==> src/rtl/axi_slave_txn_ctrl.sv <==
// rtl/axi_slave_txn_ctrl.sv - AXI burst slave sequencing single-word accesses onto a memory port
module axi_slave_txn_ctrl #(
  parameter int ID_W   = 12,
  parameter int DATA_W = 32,
  parameter int LEN_W  = 8,
  parameter int MEM_AW = 10
) (
  input  logic                CLK,
  input  logic                RST,
  input  logic                s_awvalid,
  output logic                s_awready,
  input  logic [31:0]         s_awaddr,
  input  logic [LEN_W-1:0]    s_awlen,
  input  logic [1:0]          s_awburst,
  input  logic [ID_W-1:0]     s_awid,
  input  logic                s_wvalid,
  output logic                s_wready,
  input  logic [DATA_W-1:0]   s_wdata,
  input  logic [DATA_W/8-1:0] s_wstrb,
  input  logic                s_wlast,
  output logic                s_bvalid,
  input  logic                s_bready,
  output logic [ID_W-1:0]     s_bid,
  output logic [1:0]          s_bresp,
  input  logic                s_arvalid,
  output logic                s_arready,
  input  logic [31:0]         s_araddr,
  input  logic [LEN_W-1:0]    s_arlen,
  input  logic [1:0]          s_arburst,
  input  logic [ID_W-1:0]     s_arid,
  output logic                s_rvalid,
  input  logic                s_rready,
  output logic [DATA_W-1:0]   s_rdata,
  output logic [ID_W-1:0]     s_rid,
  output logic [1:0]          s_rresp,
  output logic                s_rlast,
  output logic                mem_req,
  output logic                mem_we,
  output logic [MEM_AW-1:0]   mem_addr,
  output logic [DATA_W-1:0]   mem_wdata,
  output logic [DATA_W/8-1:0] mem_wstrb,
  input  logic [DATA_W-1:0]   mem_rdata
);

  typedef enum logic [2:0] {IDLE, WDATA, WRESP, RREQ, RWAIT, RDATA} state_t;

  state_t              state;
  logic [MEM_AW-1:0]   addr_q;
  logic [LEN_W-1:0]    len_q;
  logic [LEN_W-1:0]    cnt_q;
  logic [1:0]          burst_q;
  logic [ID_W-1:0]     id_q;
  logic                burst_err;
  logic                last_err;
  logic                last_rd;
  logic [DATA_W-1:0]   rdata_q;

  logic                aw_win;
  logic                ar_win;
  logic                w_beat;
  logic                last_beat;
  logic [MEM_AW-1:0]   addr_next;
  logic                unused_addr_bits;

  assign aw_win    = s_awvalid & (~s_arvalid | last_rd);
  assign ar_win    = s_arvalid & (~s_awvalid | ~last_rd);
  assign s_awready = (state == IDLE) & aw_win;
  assign s_arready = (state == IDLE) & ar_win;

  assign w_beat    = (state == WDATA) & s_wvalid;
  assign last_beat = (cnt_q == len_q);
  // FIXED keeps the address; INCR rolls over inside the 2^MEM_AW word window
  assign addr_next = (burst_q == 2'b00) ? addr_q : addr_q + MEM_AW'(1);

  assign s_wready  = (state == WDATA);
  assign s_bvalid  = (state == WRESP);
  assign s_bid     = id_q;
  assign s_bresp   = {burst_err | last_err, 1'b0};
  assign s_rvalid  = (state == RDATA);
  assign s_rdata   = rdata_q;
  assign s_rid     = id_q;
  assign s_rresp   = {burst_err, 1'b0};
  assign s_rlast   = (state == RDATA) & last_beat;

  assign mem_req   = (w_beat | (state == RREQ)) & ~burst_err;
  assign mem_we    = w_beat & ~burst_err;
  assign mem_addr  = addr_q;
  assign mem_wdata = s_wdata;
  assign mem_wstrb = s_wstrb;

  assign unused_addr_bits = ^{s_awaddr[31:MEM_AW+2], s_awaddr[1:0],
                              s_araddr[31:MEM_AW+2], s_araddr[1:0]};

  always_ff @(posedge CLK) begin
    if (RST) begin
      state     <= IDLE;
      addr_q    <= '0;
      len_q     <= '0;
      cnt_q     <= '0;
      burst_q   <= '0;
      id_q      <= '0;
      burst_err <= 1'b0;
      last_err  <= 1'b0;
      last_rd   <= 1'b1;
      rdata_q   <= '0;
    end else begin
      case (state)
        IDLE: begin
          if (aw_win) begin
            addr_q    <= s_awaddr[MEM_AW+1:2];
            len_q     <= s_awlen;
            burst_q   <= s_awburst;
            id_q      <= s_awid;
            cnt_q     <= '0;
            burst_err <= s_awburst[1];
            last_err  <= 1'b0;
            last_rd   <= 1'b0;
            state     <= WDATA;
          end else if (ar_win) begin
            addr_q    <= s_araddr[MEM_AW+1:2];
            len_q     <= s_arlen;
            burst_q   <= s_arburst;
            id_q      <= s_arid;
            cnt_q     <= '0;
            burst_err <= s_arburst[1];
            last_err  <= 1'b0;
            last_rd   <= 1'b1;
            state     <= RREQ;
          end
        end
        WDATA: begin
          if (s_wvalid) begin
            // Beat count alone ends the burst; a disagreeing wlast only flags the response
            if (s_wlast != last_beat) last_err <= 1'b1;
            if (last_beat) begin
              state <= WRESP;
            end else begin
              cnt_q  <= cnt_q + LEN_W'(1);
              addr_q <= addr_next;
            end
          end
        end
        WRESP: begin
          if (s_bready) state <= IDLE;
        end
        RREQ: begin
          state <= RWAIT;
        end
        RWAIT: begin
          rdata_q <= burst_err ? '0 : mem_rdata;
          state   <= RDATA;
        end
        RDATA: begin
          if (s_rready) begin
            if (last_beat) begin
              state <= IDLE;
            end else begin
              cnt_q  <= cnt_q + LEN_W'(1);
              addr_q <= addr_next;
              state  <= RREQ;
            end
          end
        end
        default: state <= IDLE;
      endcase
    end
  end

endmodule

==> config.mk <==
export PLATFORM = sky130hd
export DESIGN_NAME = axi_slave_txn_ctrl
export DESIGN_NICKNAME = d
export VERILOG_FILES = /design/src/rtl/axi_slave_txn_ctrl.sv
export SDC_FILE = /design/constraint.sdc
export NUM_CORES = 1
export LEC_CHECK = 0
export CAP_MARGIN = 20
export CORE_AREA = 2 2 114 116
export DETAILED_ROUTE_END_ITERATION = 8
export DIE_AREA = 0 0 116 118
export DONT_BUFFER_PORTS = 1
export PLACE_DENSITY_LB_ADDON = 0.25
export REMOVE_ABC_BUFFERS = 1
export SYNTH_ARGS = -nofsm -noshare
export SYNTH_HDL_FRONTEND = slang
export SYNTH_SLANG_ARGS = --single-unit
==> constraint.sdc <==
create_clock -name CLK -period 5.1 [get_ports CLK]
set_clock_uncertainty 0.05 [all_clocks]
set_input_delay 0.765 -clock CLK [delete_from_list [all_inputs] [get_ports CLK]]
set_output_delay 0.765 -clock CLK [all_outputs]
set_load 0.1 [all_outputs]
==> impl_metrics.py <==
metrics = {
    "worst_setup_path": {
        "crit_required_ns": 4.28,
        "cp-start-kind": "register",
        "critical_path.max_fanout": 14,
        "critPathKind": "register to output port",
        "end_kind": "output port",
        "cp.arrival_ns": 2.78,
        "r2r_cells": 5,
    },
    "drt": {
        "wirelength_um": 12800,
        "num_vias": 3291,
        "wl_per_cell_um": 21.0,
        "drtIter0Drc": 198,
        "vias_per_cell": 5.38,
        "final_antenna_net_count": 0,
        "drc_errors": 0,
        "dr.pass1.iters": 4,
    },
    "logic_synthesis": {
        "synth_top_area_share_pct": 36.8,
        "netlist_area_um2": 4190,
        "seq_area_frac_synth_pct": 36.8,
        "yosys_register_bits": 77,
        "synth-main-ff-cell": "dfxtp_1",
        "synth_async_sr_flop_share_pct": 0,
        "yosys.area.top_type": "dfxtp_1",
        "syn_inst": 502,
        "ys_warn_count": 0,
        "synth_edf_count": 0,
        "ys_types": 50,
        "yosys-top-cells-count": "77 x dfxtp_1, 77 x nor2_1, 53 x buf_4",
        "synth_area_leaders": "dfxtp_1 37%, buf_4 9.5%, nor2_1 6.9%, mux2i_1 6.4%, nor3b_1 5.7%",
        "syn_area_per_cell_um2": 8.35,
    },
    "layout": {
        "n_antenna_cell": 0,
        "multiInputGateArea_um2": 2120,
        "final-instance-count-excl-fill": 612,
        "final_nets": 621,
        "nFillCells": 1356,
        "seqCellArea_um2": 1560,
        "syn2layout_area_growth_pct": 3.49,
        "drive_gt1_share_pct": 13.4,
    },
    "clocking": {
        "cts_setup_buffers": 0,
        "clk_pin_slew_ns": 0.06,
        "cts_buffers": 9,
        "cts_resized": 0,
        "clock_sinks": 77,
        "insertion_delay_ns": 0.34,
        "cts.hold.buffers_added": 0,
        "cts_tree": "done",
        "cts_buffer_depth": 2,
        "cts_root_buffer": "clkbuf_16",
        "htree_levels": 3,
    },
    "placement": {
        "gp_congestion": 0.837,
        "port_buffers": 0,
        "hpwlAfterDp_um": 9760,
        "placed_cells": 594,
    },
    "sta": {
        "hold_violations": 0,
        "relSlewSlack_pct": 22.1,
        "rsz0062_at_grt": "false",
        "fmax_ghz": 0.278,
        "min_period_ns": 3.60,
        "min_period_over_period_pct": 70.5,
        "tns_ns": 0,
        "setup_viol_count_final": 0,
        "slew_violations": 0,
        "tightest_slew_ns": 1.17,
    },
    "worst_hold_path": {
        "hold_path_class": "primary input to register",
        "hold_depth": 1,
    },
    "global_route": {
        "grt_pass1_vias": 2954,
        "grt-ovfl-total": 0,
        "antenna_found_initial": 0,
        "grt_usage_pct": 18.4,
        "grt_pass1_wl_um": 18300,
        "grt_max_degree": 72,
    },
    "die": {
        "rows": 41,
        "core-area_um2": 12400,
        "die_w_um": 116,
        "start_util_pct": 33.8,
        "ios": 298,
        "die_area_um2": 13700,
        "die_y_um": 118,
    },
    "power_and_ir_drop": {
        "ir_worst_vdd_v": 0.000262,
        "power_density_nw_per_um2": 507,
        "p_leak_uw": 0.00160,
    },
    "job": {
        "drv_cap": 0,
    },
    "run_status": {
        "status": "finished, final reports clean",
    },
}
-- critical path: stages, from the launching register on --
cell and delay, ns:
dfxtp_1 0.49, nand2b_1 0.43, nor2_2 0.19, buf_4 0.33, nand2_1 0.15, nor2_2 0.84
-- per-stage QoR --
stage | cell area, um2 | worst slack (ns) | hold WS, ns | power (uW) | utilization, %
floorplan | 3660 | 0.710 | 0.410 | 1400 | -
global placement | 3970 | 1.78 | 0.423 | 1490 | 32.0
detailed placement | 3970 | 1.75 | 0.424 | 1500 | 32.0
CTS | 4300 | 1.52 | 0.419 | 2210 | 34.6
global route | 4340 | 1.36 | 0.416 | 2300 | 35.0
finish | 4340 | 1.50 | 0.435 | 2200 | 35.0
-- state kept, by name, summed over array words and instances, names as in the netlist --
signal	count
burst_q	2
s_rdata	32
s_bid	12
last_rd	1
state	3
cnt_q	8
last_err	1
mem_addr	10
len_q	8
-- worst paths after layout --
check             slack [ns]     start     endpoint
setup / recovery        1.50  state[0]       mem_we
setup reg to reg        2.30  state[1]  mem_addr[2]
hold / removal          0.43       RST     len_q[1]
hold reg to reg         0.43  last_err     last_err
-- report_power, final --
part           total, uW  internal (uW)  switching [uW]
combinational        424            131             293
sequential          1070            660             414
clock                704            454             250
total               2200           1240             957
-- layout by cell type, fill, tap and decap left out, types with 3 or more instances in the layout --
master / Yosys / layout
nor2_1: 77 / 72
dfxtp_1: 77 / 64
a21oi_1: 40 / 40
nor3b_1: 32 / 32
a211oi_1: 30 / 30
mux2i_1: 27 / 27
nand2_1: 24 / 23
o21ai_0: 13 / 13
dfxtp_2: 0 / 13
clkbuf_16: 0 / 9
xor2_1: 8 / 8
xnor2_1: 8 / 8
mux2_2: 7 / 7
nand3_1: 7 / 7
a31oi_1: 7 / 7
nand4_1: 7 / 7
nor2_2: 2 / 6
inv_1: 4 / 4
o2111ai_1: 4 / 4
buf_4: 53 / 4
nand2b_1: 3 / 3
and3_1: 3 / 3
nor2b_1: 3 / 3
-- area by class of cell --
cell class,count,share of cell area [%]
inverters,5,0.433
flip-flops and latches,77,35.9
well taps,172,4.96
repair buffers,7,2.22
clock inverters,4,1.61
clock buffers,12,5.91
multi-input cells,335,49.0
-- routing by layer --
metal,track usage (%),wire length [um],vias up
li1,-,-,1575
met1,19.5,4830,1461
met2,25.1,5080,232
met3,17.5,2600,19
met4,5.21,183,4
met5,9.80,149,-
-- cells by family (layout without fill, tap and decap cells) --
family	count (synthesis)	after routing	synth area share, %
XOR/XNOR	16	16	3.34
multiplexers	34	34	8.33
flip-flops	77	77	36.8
AND/OR/NAND/NOR	175	175	21.5
adder cells (fa/ha/maj)	2	2	0.597
buffers and inverters	91	28	13.3
other	1	2	0.0894
AO/OA/AOI/OAI	106	106	16.1
Power figures use the tool's default switching activity.
